## src/rtl/mem_access_stage.sv

```systemverilog
// Memory-access pipeline stage: issues loads/stores to the data cache,
// extracts and extends load data, and holds results for write-back.
//
// Ports:
//   clk, reset            clock, synchronous active-low reset
//   mem_module_enable     valid instruction present; held until mem_done
//   opcode, funct3        decoded instruction controls
//   alu_result            effective address (or pass-through result)
//   store_data            rs2 value for stores
//   dcache_req_*          request channel (valid/ready, we, addr, wdata, wstrb)
//   dcache_resp_*         single-cycle load response
//   loaded_data           extended load result (0 for non-loads)
//   alu_result_out        registered alu_result for write-back
//   mem_done              stage complete, held while enable stays high
//   misaligned_fault      access not naturally aligned
//   mem_timeout           load response did not arrive within MAX_WAIT
module mem_access_stage #(
   parameter int DCACHE_DATA_W = 64,
   parameter int MAX_WAIT      = 255
) (
   input  logic                     clk,
   input  logic                     reset,
   input  logic                     mem_module_enable,
   input  logic [6:0]               opcode,
   input  logic [2:0]               funct3,
   input  logic [63:0]              alu_result,
   input  logic [DCACHE_DATA_W-1:0] store_data,
   output logic                     dcache_req_valid,
   input  logic                     dcache_req_ready,
   output logic                     dcache_req_we,
   output logic [63:0]              dcache_addr,
   output logic [DCACHE_DATA_W-1:0] dcache_wdata,
   output logic [7:0]               dcache_wstrb,
   input  logic                     dcache_resp_valid,
   input  logic [DCACHE_DATA_W-1:0] dcache_resp_data,
   output logic [DCACHE_DATA_W-1:0] loaded_data,
   output logic [63:0]              alu_result_out,
   output logic                     mem_done,
   output logic                     misaligned_fault,
   output logic                     mem_timeout
);

   localparam int DW = DCACHE_DATA_W;
   localparam int CW = $clog2(MAX_WAIT + 1);
   localparam logic [CW-1:0] MAX_CNT = CW'(MAX_WAIT);
   localparam logic [6:0] OP_LOAD  = 7'b0000011;
   localparam logic [6:0] OP_STORE = 7'b0100011;

   typedef enum logic [1:0] {
      S_IDLE,
      S_REQ,
      S_WAIT,
      S_DONE
   } state_t;

   state_t         state_q;
   state_t         state_d;
   logic [2:0]     f3_q;
   logic [2:0]     a_q;
   logic [CW-1:0]  wait_cnt;
   logic [CW-1:0]  cnt_next;

   logic           is_load;
   logic           is_store;
   logic           is_mem;
   logic           misal;
   logic [2:0]     a_in;
   logic [7:0]     strb_in;
   logic [DW-1:0]  wdata_in;
   logic [DW-1:0]  raw;
   logic [DW-1:0]  ext;

   assign dcache_req_valid = (state_q == S_REQ);
   assign mem_done         = (state_q == S_DONE);

   // Decode of the incoming instruction, only meaningful in IDLE
   always_comb begin
      a_in     = alu_result[2:0];
      is_load  = (opcode == OP_LOAD);
      is_store = (opcode == OP_STORE);
      is_mem   = is_load | is_store;
      misal    = 1'b0;
      strb_in  = 8'h00;
      unique case (funct3[1:0])
         2'b00: begin
            misal   = 1'b0;
            strb_in = 8'h01 << a_in;
         end
         2'b01: begin
            misal   = a_in[0];
            strb_in = 8'h03 << a_in;
         end
         2'b10: begin
            misal   = |a_in[1:0];
            strb_in = 8'h0F << a_in;
         end
         2'b11: begin
            misal   = |a_in;
            strb_in = 8'hFF;
         end
         default: begin
            misal   = 1'b0;
            strb_in = 8'h00;
         end
      endcase
      wdata_in = store_data << {a_in, 3'b000};
   end

   // Load extraction uses the latched size and byte offset
   always_comb begin
      raw = dcache_resp_data >> {a_q, 3'b000};
      ext = raw;
      unique case (f3_q)
         3'b000: ext = {{(DW-8){raw[7]}}, raw[7:0]};
         3'b001: ext = {{(DW-16){raw[15]}}, raw[15:0]};
         3'b010: ext = {{(DW-32){raw[31]}}, raw[31:0]};
         3'b100: ext = {{(DW-8){1'b0}}, raw[7:0]};
         3'b101: ext = {{(DW-16){1'b0}}, raw[15:0]};
         3'b110: ext = {{(DW-32){1'b0}}, raw[31:0]};
         default: ext = raw;
      endcase
   end

   assign cnt_next = wait_cnt + CW'(1);

   always_comb begin
      state_d = state_q;
      unique case (state_q)
         S_IDLE: begin
            if (mem_module_enable) begin
               if (!is_mem || misal) state_d = S_DONE;
               else                  state_d = S_REQ;
            end
         end
         S_REQ: begin
            if (dcache_req_ready) begin
               state_d = dcache_req_we ? S_DONE : S_WAIT;
            end
         end
         S_WAIT: begin
            if (dcache_resp_valid || cnt_next == MAX_CNT) begin
               state_d = S_DONE;
            end
         end
         S_DONE: begin
            if (!mem_module_enable) state_d = S_IDLE;
         end
         default: state_d = S_IDLE;
      endcase
   end

   always_ff @(posedge clk) begin
      if (!reset) begin
         state_q          <= S_IDLE;
         f3_q             <= '0;
         a_q              <= '0;
         wait_cnt         <= '0;
         dcache_req_we    <= 1'b0;
         dcache_addr      <= '0;
         dcache_wdata     <= '0;
         dcache_wstrb     <= '0;
         loaded_data      <= '0;
         alu_result_out   <= '0;
         misaligned_fault <= 1'b0;
         mem_timeout      <= 1'b0;
      end else begin
         state_q <= state_d;
         unique case (state_q)
            S_IDLE: begin
               if (mem_module_enable) begin
                  f3_q           <= funct3;
                  a_q            <= a_in;
                  alu_result_out <= alu_result;
                  loaded_data    <= '0;
                  if (is_mem && misal) begin
                     misaligned_fault <= 1'b1;
                  end
                  if (is_mem && !misal) begin
                     dcache_req_we <= is_store;
                     dcache_addr   <= {alu_result[63:3], 3'b000};
                     dcache_wdata  <= is_store ? wdata_in : '0;
                     dcache_wstrb  <= strb_in;
                  end
               end
            end
            S_REQ: begin
               if (dcache_req_ready) wait_cnt <= '0;
            end
            S_WAIT: begin
               if (dcache_resp_valid) begin
                  loaded_data <= ext;
               end else if (cnt_next == MAX_CNT) begin
                  mem_timeout <= 1'b1;
                  loaded_data <= '0;
               end else begin
                  wait_cnt <= cnt_next;
               end
            end
            S_DONE: begin
               if (!mem_module_enable) begin
                  misaligned_fault <= 1'b0;
                  mem_timeout      <= 1'b0;
               end
            end
            default: ;
         endcase
      end
   end

endmodule

```

## config.mk

```make
export PLATFORM = sky130hd
export DESIGN_NAME = mem_access_stage
export DESIGN_NICKNAME = d
export VERILOG_FILES = /design/src/rtl/mem_access_stage.sv
export SDC_FILE = /design/constraint.sdc
export NUM_CORES = 1
export LEC_CHECK = 0
export ABC_AREA = 1
export CAP_MARGIN = 10
export CORE_MARGIN = 8
export CORE_UTILIZATION = 25
export CTS_CLUSTER_DIAMETER = 200
export DETAILED_ROUTE_END_ITERATION = 6
export HOLD_SLACK_MARGIN = 0.05
export PLACE_DENSITY = 0.51
export SLEW_MARGIN = 10
export SYNTH_ARGS = -nofsm -noshare
export SYNTH_HDL_FRONTEND = slang
export SYNTH_SLANG_ARGS = --single-unit
```

## constraint.sdc

```tcl
create_clock -name clk -period 2.1 [get_ports clk]
set_clock_uncertainty 0.2 [all_clocks]
set_input_delay 0.315 -clock clk [delete_from_list [all_inputs] [get_ports clk]]
set_output_delay 0.315 -clock clk [all_outputs]
set_load 0.005 [all_outputs]
```

==> metrics.md <==
| Metric | Value |
|---|---|
| Largest net degree at the start of global routing | `84` |
| Initial antenna violation count | `2` |
| Sequential area share after synthesis | `0.3946` |
| Hold Path Origin | `alu_result[0]` |
| Hold depth | `3` |
| 1st-iter DRT viols | `1044` |
| Chip width | `253.1 um` |
| Area Overhead vs Synth | `63.43%` |
| Ys async rst share | `0` |
| CP max FO | `8` |
| Failing checks | `negative setup slack` |
| Post-DP HPWL | `51810 um` |
| Total core area | `0.05595 mm2` |
| Final Wtd Congestion | `0.9357` |
| Via-per-instance ratio | `4.731` |
| Non-Filler Instances | `3512` |
| Synth Area per Inst | `6.540 um2` |
| Register Area | `0.005558 mm2` |
| Simple-gate area share of the yosys netlist | `0.2756` |
| Die area | `0.06406 mm2` |
| Outcome | `finished, violations left` |
| Max-slew headroom | `0.6597` |
| Initial Util | `0.2512` |
| Fill cells | `5792` |
| MaxCap Viol Count | `0` |
| Final hold vios | `0` |
| Worst hold path endpoint | `alu_result_out[0]` |
| FP Rows | `87` |
| Mapped cell area | `0.01405 mm2` |
| Critical Path AT | `2.40 ns` |
| Design area | `0.02297 mm2` |
| Clock root cell | `clkbuf_16` |
| Routed length per placed instance | `19.63 um` |
| Total wire length | `68950 um` |
| Critical Path End Type | `register` |
| Vias in the first global route | `16.44k` |
| Mux cell area share after synthesis | `0.01140` |
| CTS tree | `done` |
| R2r endpoint | `loaded_data[45]` |
| Min Clock Period, post-route | `2.122 ns` |
| CP required | `2.38 ns` |
| Area of the multi-input gates | `0.007527 mm2` |
| Longest Clk Path Bufs | `3` |
| Netlist cell types | `38` |
| First-pass GRT wire length | `101300 um` |
| Final period util | `1.010` |
| Placed Area | `0.02099 mm2` |
| PortBufs | `472` |
| Setup Viol. Count Final | `24` |
| Leakage | `9.336 nW` |
| Most frequently used flop master after synthesis | `dfxtp_1` |
| DRT Pass-1 Iters | `5` |
| DRC Markers | `0` |
| Top Ports | `476` |
| Post-route ant nets | `0` |
| Ys Warns | `0` |
| Worst-margin pin slew | `0.5051 ns` |
| H-tree depth | `2` |
| Worst-Skew Late Latency | `0.54 ns` |
| EDFF count, synth | `0` |
| Clk slew on worst S/H paths | `0.05 ns` |
| Worst Setup Start Kind | `register` |
| Compound-cell area share of the yosys netlist | `0.2128` |
| Post-Synth XOR/XNOR Area | `0` |
| Slew Viols, Final | `0` |
| P per Cell Area | `1107 mW/mm2` |
| Yosys reg bits | `277` |
| Vias | `16.62k` |
| Final WS setup | `-0.02180 ns` |
| WS Path Type | `reg -> reg` |
| CTS Buf Count | `36` |
| Clock Sinks | `277` |
| Total grt overflow | `0` |
| RSZ-0062 raised after global routing | `yes` |
| Flop2flop setup slack | `-0.02 ns` |
| Antenna Cells | `0` |
| Maximum vdd drop | `0.6185 mV` |
| DIE HEIGHT | `253.1 um` |
| Total power | `25.42 mW` |
| Post-Synthesis Cells | `2149` |
| Cells after DPL | `3426` |
| Post-Synth Adder-Cell Area | `0.008903` |
| Worst Hold Class | `in -> reg` |
| Largest family of logic cells by synthesized area | `simple AND/OR/NAND/NOR gates` |
| Worst r2r src | `wait_cnt[0]` |
| Proportion of layout cells with a drive suffix above 1 | `0.1470` |
| Reg2Reg Depth | `15` |
| Achievable frequency | `0.4713 GHz` |
| # nets final | `2951` |
| Gr usage total | `0.2048` |
worst max-delay path by stage:
stage | from | end | slack (ns) | cells past startpoint
floorplan | state_q[0] | dcache_addr[33] | 0.02 | 9
global placement | alu_result[1] | dcache_wdata[32] | -0.43 | 11
detailed placement | alu_result[1] | dcache_wdata[39] | -0.46 | 11
CTS | wait_cnt[1] | loaded_data[58] | -0.09 | 16
global route | wait_cnt[0] | loaded_data[52] | -0.14 | 15
finish | wait_cnt[0] | loaded_data[45] | -0.02 | 15
cell usage in the layout, fill, tap and decap left out, drive strengths merged, types with 4 or more instances in the layout:
master,n
clkinv,5
a211oi,6
nor3,5
o221ai,10
a21oi,160
nand4,10
o211ai,27
o21ai,294
inv,162
ha,10
clkbuf,54
bufbuf,4
nand2,489
mux2i,16
nor2,365
nand3,93
or2,9
a31oi,4
a22oi,35
clkdlybuf4s50,463
dfxtp,277
buf,233
critical path, cell delays in order (launching register included):
cell,delay (ns)
dfxtp_2,0.36
ha_4,0.17
nand2_4,0.06
nor2_4,0.10
nand2_2,0.05
nand2_2,0.07
nand2_2,0.07
nor2_4,0.15
nand3_4,0.09
nand3_4,0.10
nand2_8,0.11
inv_12,0.12
buf_12,0.15
buf_12,0.12
nor2_1,0.04
nor2_1,0.08
cell usage after synthesis (2+ instances only):
cell / count / area, um2
ha_1: 10 / 125.1
nand3_1: 90 / 450.4
o21ai_0: 291 / 1456
o211ai_1: 27 / 202.7
buf_2: 51 / 255.2
o221ai_1: 10 / 87.58
clkbuf_1: 86 / 322.8
o21bai_1: 2 / 15.01
buf_6: 5 / 56.30
nand2_4: 3 / 33.78
buf_4: 8 / 60.06
nand4_1: 10 / 62.56
buf_1: 13 / 48.80
nand3_2: 3 / 30.03
o21ai_1: 2 / 10.01
dfxtp_1: 277 / 5545
a21oi_1: 160 / 800.8
inv_2: 9 / 33.78
nor2_1: 362 / 1359
o22ai_1: 3 / 18.77
a2bb2oi_1: 3 / 26.28
inv_1: 152 / 570.6
or2_2: 9 / 56.30
nor2_2: 2 / 12.51
a22oi_1: 35 / 262.8
nand2_1: 483 / 1813
o31ai_1: 3 / 22.52
a211oi_1: 6 / 45.04
mux2i_1: 16 / 160.2
nor3_1: 5 / 25.02
nand2_2: 3 / 18.77
a31oi_1: 4 / 25.02
sequential cells by signal (all words and copies together), names as in the netlist:
name,flops
wait_cnt,8
dcache_wstrb,8
dcache_req_we,1
mem_timeout,1
f3_q,3
alu_result_out,64
dcache_addr,61
loaded_data,64
state_q,2
dcache_wdata,64
misaligned_fault,1
per-layer routing:
layer	GRT usage	wire length, um	vias up
li1	-	-	8174
met1	0.2382	27750	7780
met2	0.3560	33480	554
met3	0.06054	5296	105
met4	0.06903	2389	4
met5	0	27	-
report_power, final:
| group | internal [mW] | switching (mW) |
|---|---|---|
| combinational | 5.95 | 6.48 |
| sequential | 6.27 | 0.657 |
| clock | 3.62 | 2.44 |
per-stage QoR:
stage	util	worst slack [ns]	TNS [ns]	hold WS, ns
after global placement	0.3751	-0.4301	-64.69	0.2300
after global routing	0.4105	-0.1423	-6.557	0.1743
final	0.4105	-0.02180	-0.1639	0.1178
after CTS	0.4053	-0.08708	-2.755	0.1090
after detailed placement	0.3751	-0.4633	-70.38	0.2351
after floorplan	-	0.01849	0	0.2402
final cells by class:
class	count	share of cell area
repair buffers	709	0.3125
flip-flops and latches	277	0.2420
well taps	756	0.04118
inverters	162	0.02735
clock inverters	8	0.004848
clock buffers	52	0.04445
multi-input cells	1548	0.3277
cell families (layout without fill, tap and decap cells):
kind of cell    count (synthesis)  after routing
simple gates                  971            971
compound gates                548            548
buf+inv                       326            931
mux                            16             16
fa+ha+maj                      10             10
flops                         277            277
other cells                     1              3
timing repair:
item	in CTS	in global routing
endpoints found under the hold margin	12	0
cloned	9	2
setup buffers	13	5
resized for setup	60	101
hold buffers	1	0
pin swaps	6	39
setup endpoints to repair	68	111
(Power assumes the default switching activity.)
==> RTL change 1, RTL diff (same settings) <==
The parameter `DCACHE_DATA_W` goes from 64 to 60.
--- a/src/rtl/mem_access_stage.sv
+++ b/src/rtl/mem_access_stage.sv
@@ -16,5 +16,5 @@
 //   mem_timeout           load response did not arrive within MAX_WAIT
 module mem_access_stage #(
-   parameter int DCACHE_DATA_W = 64,
+   parameter int DCACHE_DATA_W = 60,
    parameter int MAX_WAIT      = 255
 ) (
Interface: changed (resized dcache_resp_data, dcache_wdata, loaded_data and store_data); port bits go from 476 to 460. No check against the original RTL was run, so the function may have changed too.
==> RTL change 1 against the unedited design <==
- the run still ends with setup timing left
- sequential power fell by 3.9%
- power fell by 3.9%
- clock power up 2%
- critical path depth down 1
- design area fell by 4.9%
- area after synthesis is 2.9% lower
- wire length fell by 8.8%
- setup slack improved by 0.0081 ns
- sequential cell count is 8 lower
- largest cell class unchanged
==> RTL change 1: results (changes against the unedited design) <==
The final-report setup violation count was 4 (was 24); the number of nets in the finished design was 2801 (was 2951). Terminating pin of the worst hold path: alu_result_out[36]$_SDFFE_PN0P_ (was alu_result_out[0]$_SDFFE_PN0P_). The total CTS buffers was 35 (was 36); the adder and majority cell fraction of the synthesized area was 0.9172% (was 0.8903%).

The critical hold path startpoint was alu_result[36] (was alu_result[0]). The compound-cell area share of the yosys netlist works out to 22.21% (was 21.28%). The setup slack of the critical path after layout is -0.01370 ns (was -0.02180 ns).

Largest cells by area after synthesis: sky130_fd_sc_hd__dfxtp_1 (39%), sky130_fd_sc_hd__nand2_1 (11%), sky130_fd_sc_hd__nor2_1 (11%), sky130_fd_sc_hd__o21ai_0 (10%), sky130_fd_sc_hd__a21oi_1 (6.0%) (was sky130_fd_sc_hd__dfxtp_1 (39%), sky130_fd_sc_hd__nand2_1 (13%), sky130_fd_sc_hd__o21ai_0 (10%), sky130_fd_sc_hd__nor2_1 (9.7%), sky130_fd_sc_hd__a21oi_1 (5.7%)). The run gives 24270 um (was 27750 um) as the routed length on met1. The logic depth of the worst register-to-register path was 14 (was 15); the maximum resistive drop on vdd was 691.8 uV (was 618.5 uV). The largest driver fanout on the critical path works out to 7 (was 8).

The detailed-placement wirelength estimate was 47820 um (was 51810 um); the met2 wirelength from detailed routing was 30960 um (was 33480 um). The per-cell routed wire length was 18.96 um (was 19.63 um). The first-pass GRT wire length was 94220 um (was 101300 um). Violations in the final reports: setup timing (unchanged). The met2 capacity usage during global routing was 34.30% (was 35.60%). The run gives 8.918 nW (was 9.336 nW) as the leakage power figure. The run finished, with violations left.

The cell count after synthesis is 2081 (was 2149). The average via count per standard cell works out to 4.756 (was 4.731). The count of unique library cells instantiated by Yosys is 39 (was 38), and the worst setup slack after placement is -0.5953 ns (was -0.4633 ns).
[RTL change 1: timing repair]
| action | in CTS | in global routing |
|---|---|---|
| pin swaps | 11 | 30 |
| hold endpoints to repair | 13 | 0 |
| gates resized for setup | 62 | 81 |
| gates cloned | 6 | 4 |
| setup buffers | 5 | 0 |
| hold buffers | 1 | 0 |
| endpoints found under the setup margin | 75 | 100 |
[RTL change 1: through the flow]
stage | hold WS [ns] | power [W] | cell area (sq um)
finish | 0.2126 | 0.02443 | 21840
floorplan | 0.2402 | 0.01160 | 13650
global route | 0.1884 | 0.02607 | 21840
global placement | 0.2294 | 0.01654 | 19900
detailed placement | 0.2348 | 0.01663 | 19900
CTS | 0.1751 | 0.02391 | 21520
[RTL change 1: layout make-up]
cell class | instances | area share (%)
multi-input combinational | 1476 | 33.01
timing repair buffer | 630 | 29.57
sequential | 269 | 24.77
clock buffer | 48 | 4.599
tap | 696 | 3.986
inverter | 180 | 3.162
clock inverter | 15 | 0.8821
antenna | 2 | 0.02291
==> RTL change 2, RTL diff (same settings) <==
Without the edit above. Make the reset (`reset`) asynchronous in one clocked block. Comments in the files are not updated.
--- a/src/rtl/mem_access_stage.sv
+++ b/src/rtl/mem_access_stage.sv
@@ -150,5 +150,5 @@
    end
 
-   always_ff @(posedge clk) begin
+   always_ff @(posedge clk or negedge reset) begin
       if (!reset) begin
          state_q          <= S_IDLE;
Function: changed (a bounded check fails within 4 cycles, from zero or initial values and one cycle with reset low; the reset may be asserted at any time).
==> RTL change 2 against the unedited design <==
- the flow finishes with violations (DRC, setup timing)
- area after synthesis grew 5.0%
- clock power shrank 4.1%
- critical path depth shrank 3
- power grew 15%
- setup slack lost 0.097 ns
- design area grew 5.9%
- sequential cell count is the same
- wire length grew 0.83%
==> RTL change 2: results (changes against the unedited design) <==
The tools report the worst hold slack across all endpoints as 0.08047 ns (was 0.1178 ns). The logic depth of the worst register-to-register path was 12 (was 15); the final total negative setup slack was -4.784 ns (was -0.1639 ns). The met3 track utilization from global routing came out at 5.092% (was 6.054%). The sum of met3 wire segment lengths after detailed routing is 5065 um (was 5296 um).

Primary flip-flop cell chosen by synthesis mapping: sky130_fd_sc_hd__dfrtp_1 (was sky130_fd_sc_hd__dfxtp_1). The stage delay of the slowest cell on the critical path came out at 0.42 ns (was 0.36 ns). The run gives 172 (was 60) as the number of gates given a new drive strength after cts. The run gives 16450 (was 16440) as the number of global-route vias before repair. For the largest net degree at the start of global routing, the log shows 69 (was 84). The transition time of the tightest slew-check pin works out to 0.5524 ns (was 0.5051 ns). Share of layout cells above drive strength 1: 18.88% (was 14.70%).

The cell with the biggest individual delay on the critical path is sky130_fd_sc_hd__dfrtp_2 (was sky130_fd_sc_hd__dfxtp_2). The setup slack of the critical path after layout was -0.1191 ns (was -0.02180 ns); the leakage power figure was 11.47 nW (was 9.336 nW). For the overall global routing resource usage, the log shows 19.89% (was 20.48%).

The logs give 5 (was 0) for the DRC violation count after routing and 70 (was 24) for the final-report setup violation count. The run gives 51220 um (was 51810 um) as the detailed-placement wirelength estimate. Per-cell routed wire length: 20.50 um (was 19.63 um). The portion of the post-synthesis area used by sequential elements came out at 46.97% (was 39.46%). The critical register-to-register path startpoint was wait_cnt[0]$_DFFE_PN0P_ (was wait_cnt[0]$_SDFFE_PN0P_).

The highest metal layer with signal wires was met4 (was met5). The run finished, with violations left. The logs give 0.01153 W (was 0.009585 W) for the switching power and 2811 (was 2951) for the number of nets in the finished design. The first-pass GRT wire length was 103400 um (was 101300 um). The logs give 1059 (was 1044) for the number of DRC violations after detailed-routing iteration 0 and 41 (was 38) for the count of unique library cells instantiated by Yosys. The total CTS buffers is 35 (was 36), and the total clock network power is 0.00581 W (was 0.00606 W). Count of filler cells inserted in the layout: 5891 (was 5792).

Violations in the final reports: DRC, setup timing (was setup timing). The run gives 24.51% (was 23.82%) as the global-route track usage on met1. The run gives 33.17% (was 35.60%) as the met2 capacity usage during global routing. The capture instance of the worst register-to-register path was loaded_data[25]$_DFFE_PN0P_ (was loaded_data[45]$_SDFFE_PN0P_).

The post-placement cell area came out at 21680 sq um (was 20990 sq um).
RTL change 2: final cells by class:
class	count	area share, %
Antenna cell	2	0.02057
Tap cell	773	3.975
Sequential cell	277	28.53
Clock buffer	49	4.021
Timing Repair Buffer	713	30.73
Clock inverter	11	0.4165
Multi-Input combinational cell	1412	29.78
Inverter	155	2.525
RTL change 2: cell families (layout without fill, tap and decap cells):
family | count (synthesis) | count (layout) | share of synthesized area, %
simple gates | 873 | 873 | 23.61
compound gates | 521 | 521 | 19.65
buf+inv | 291 | 928 | 8.537
flops | 277 | 277 | 46.97
fa+ha+maj | 10 | 10 | 0.8477
mux | 5 | 5 | 0.3645
other cells | 1 | 5 | 0.02541
RTL change 2: worst max-delay path: cells and delay by family (launching register included):
family	cells	cell delay (ns)
buffers and inverters	2	0.37
adder cells (fa/ha/maj)	1	0.16
flip-flops	1	0.42
AO/OA/AOI/OAI	2	0.22
AND/OR/NAND/NOR	7	0.70
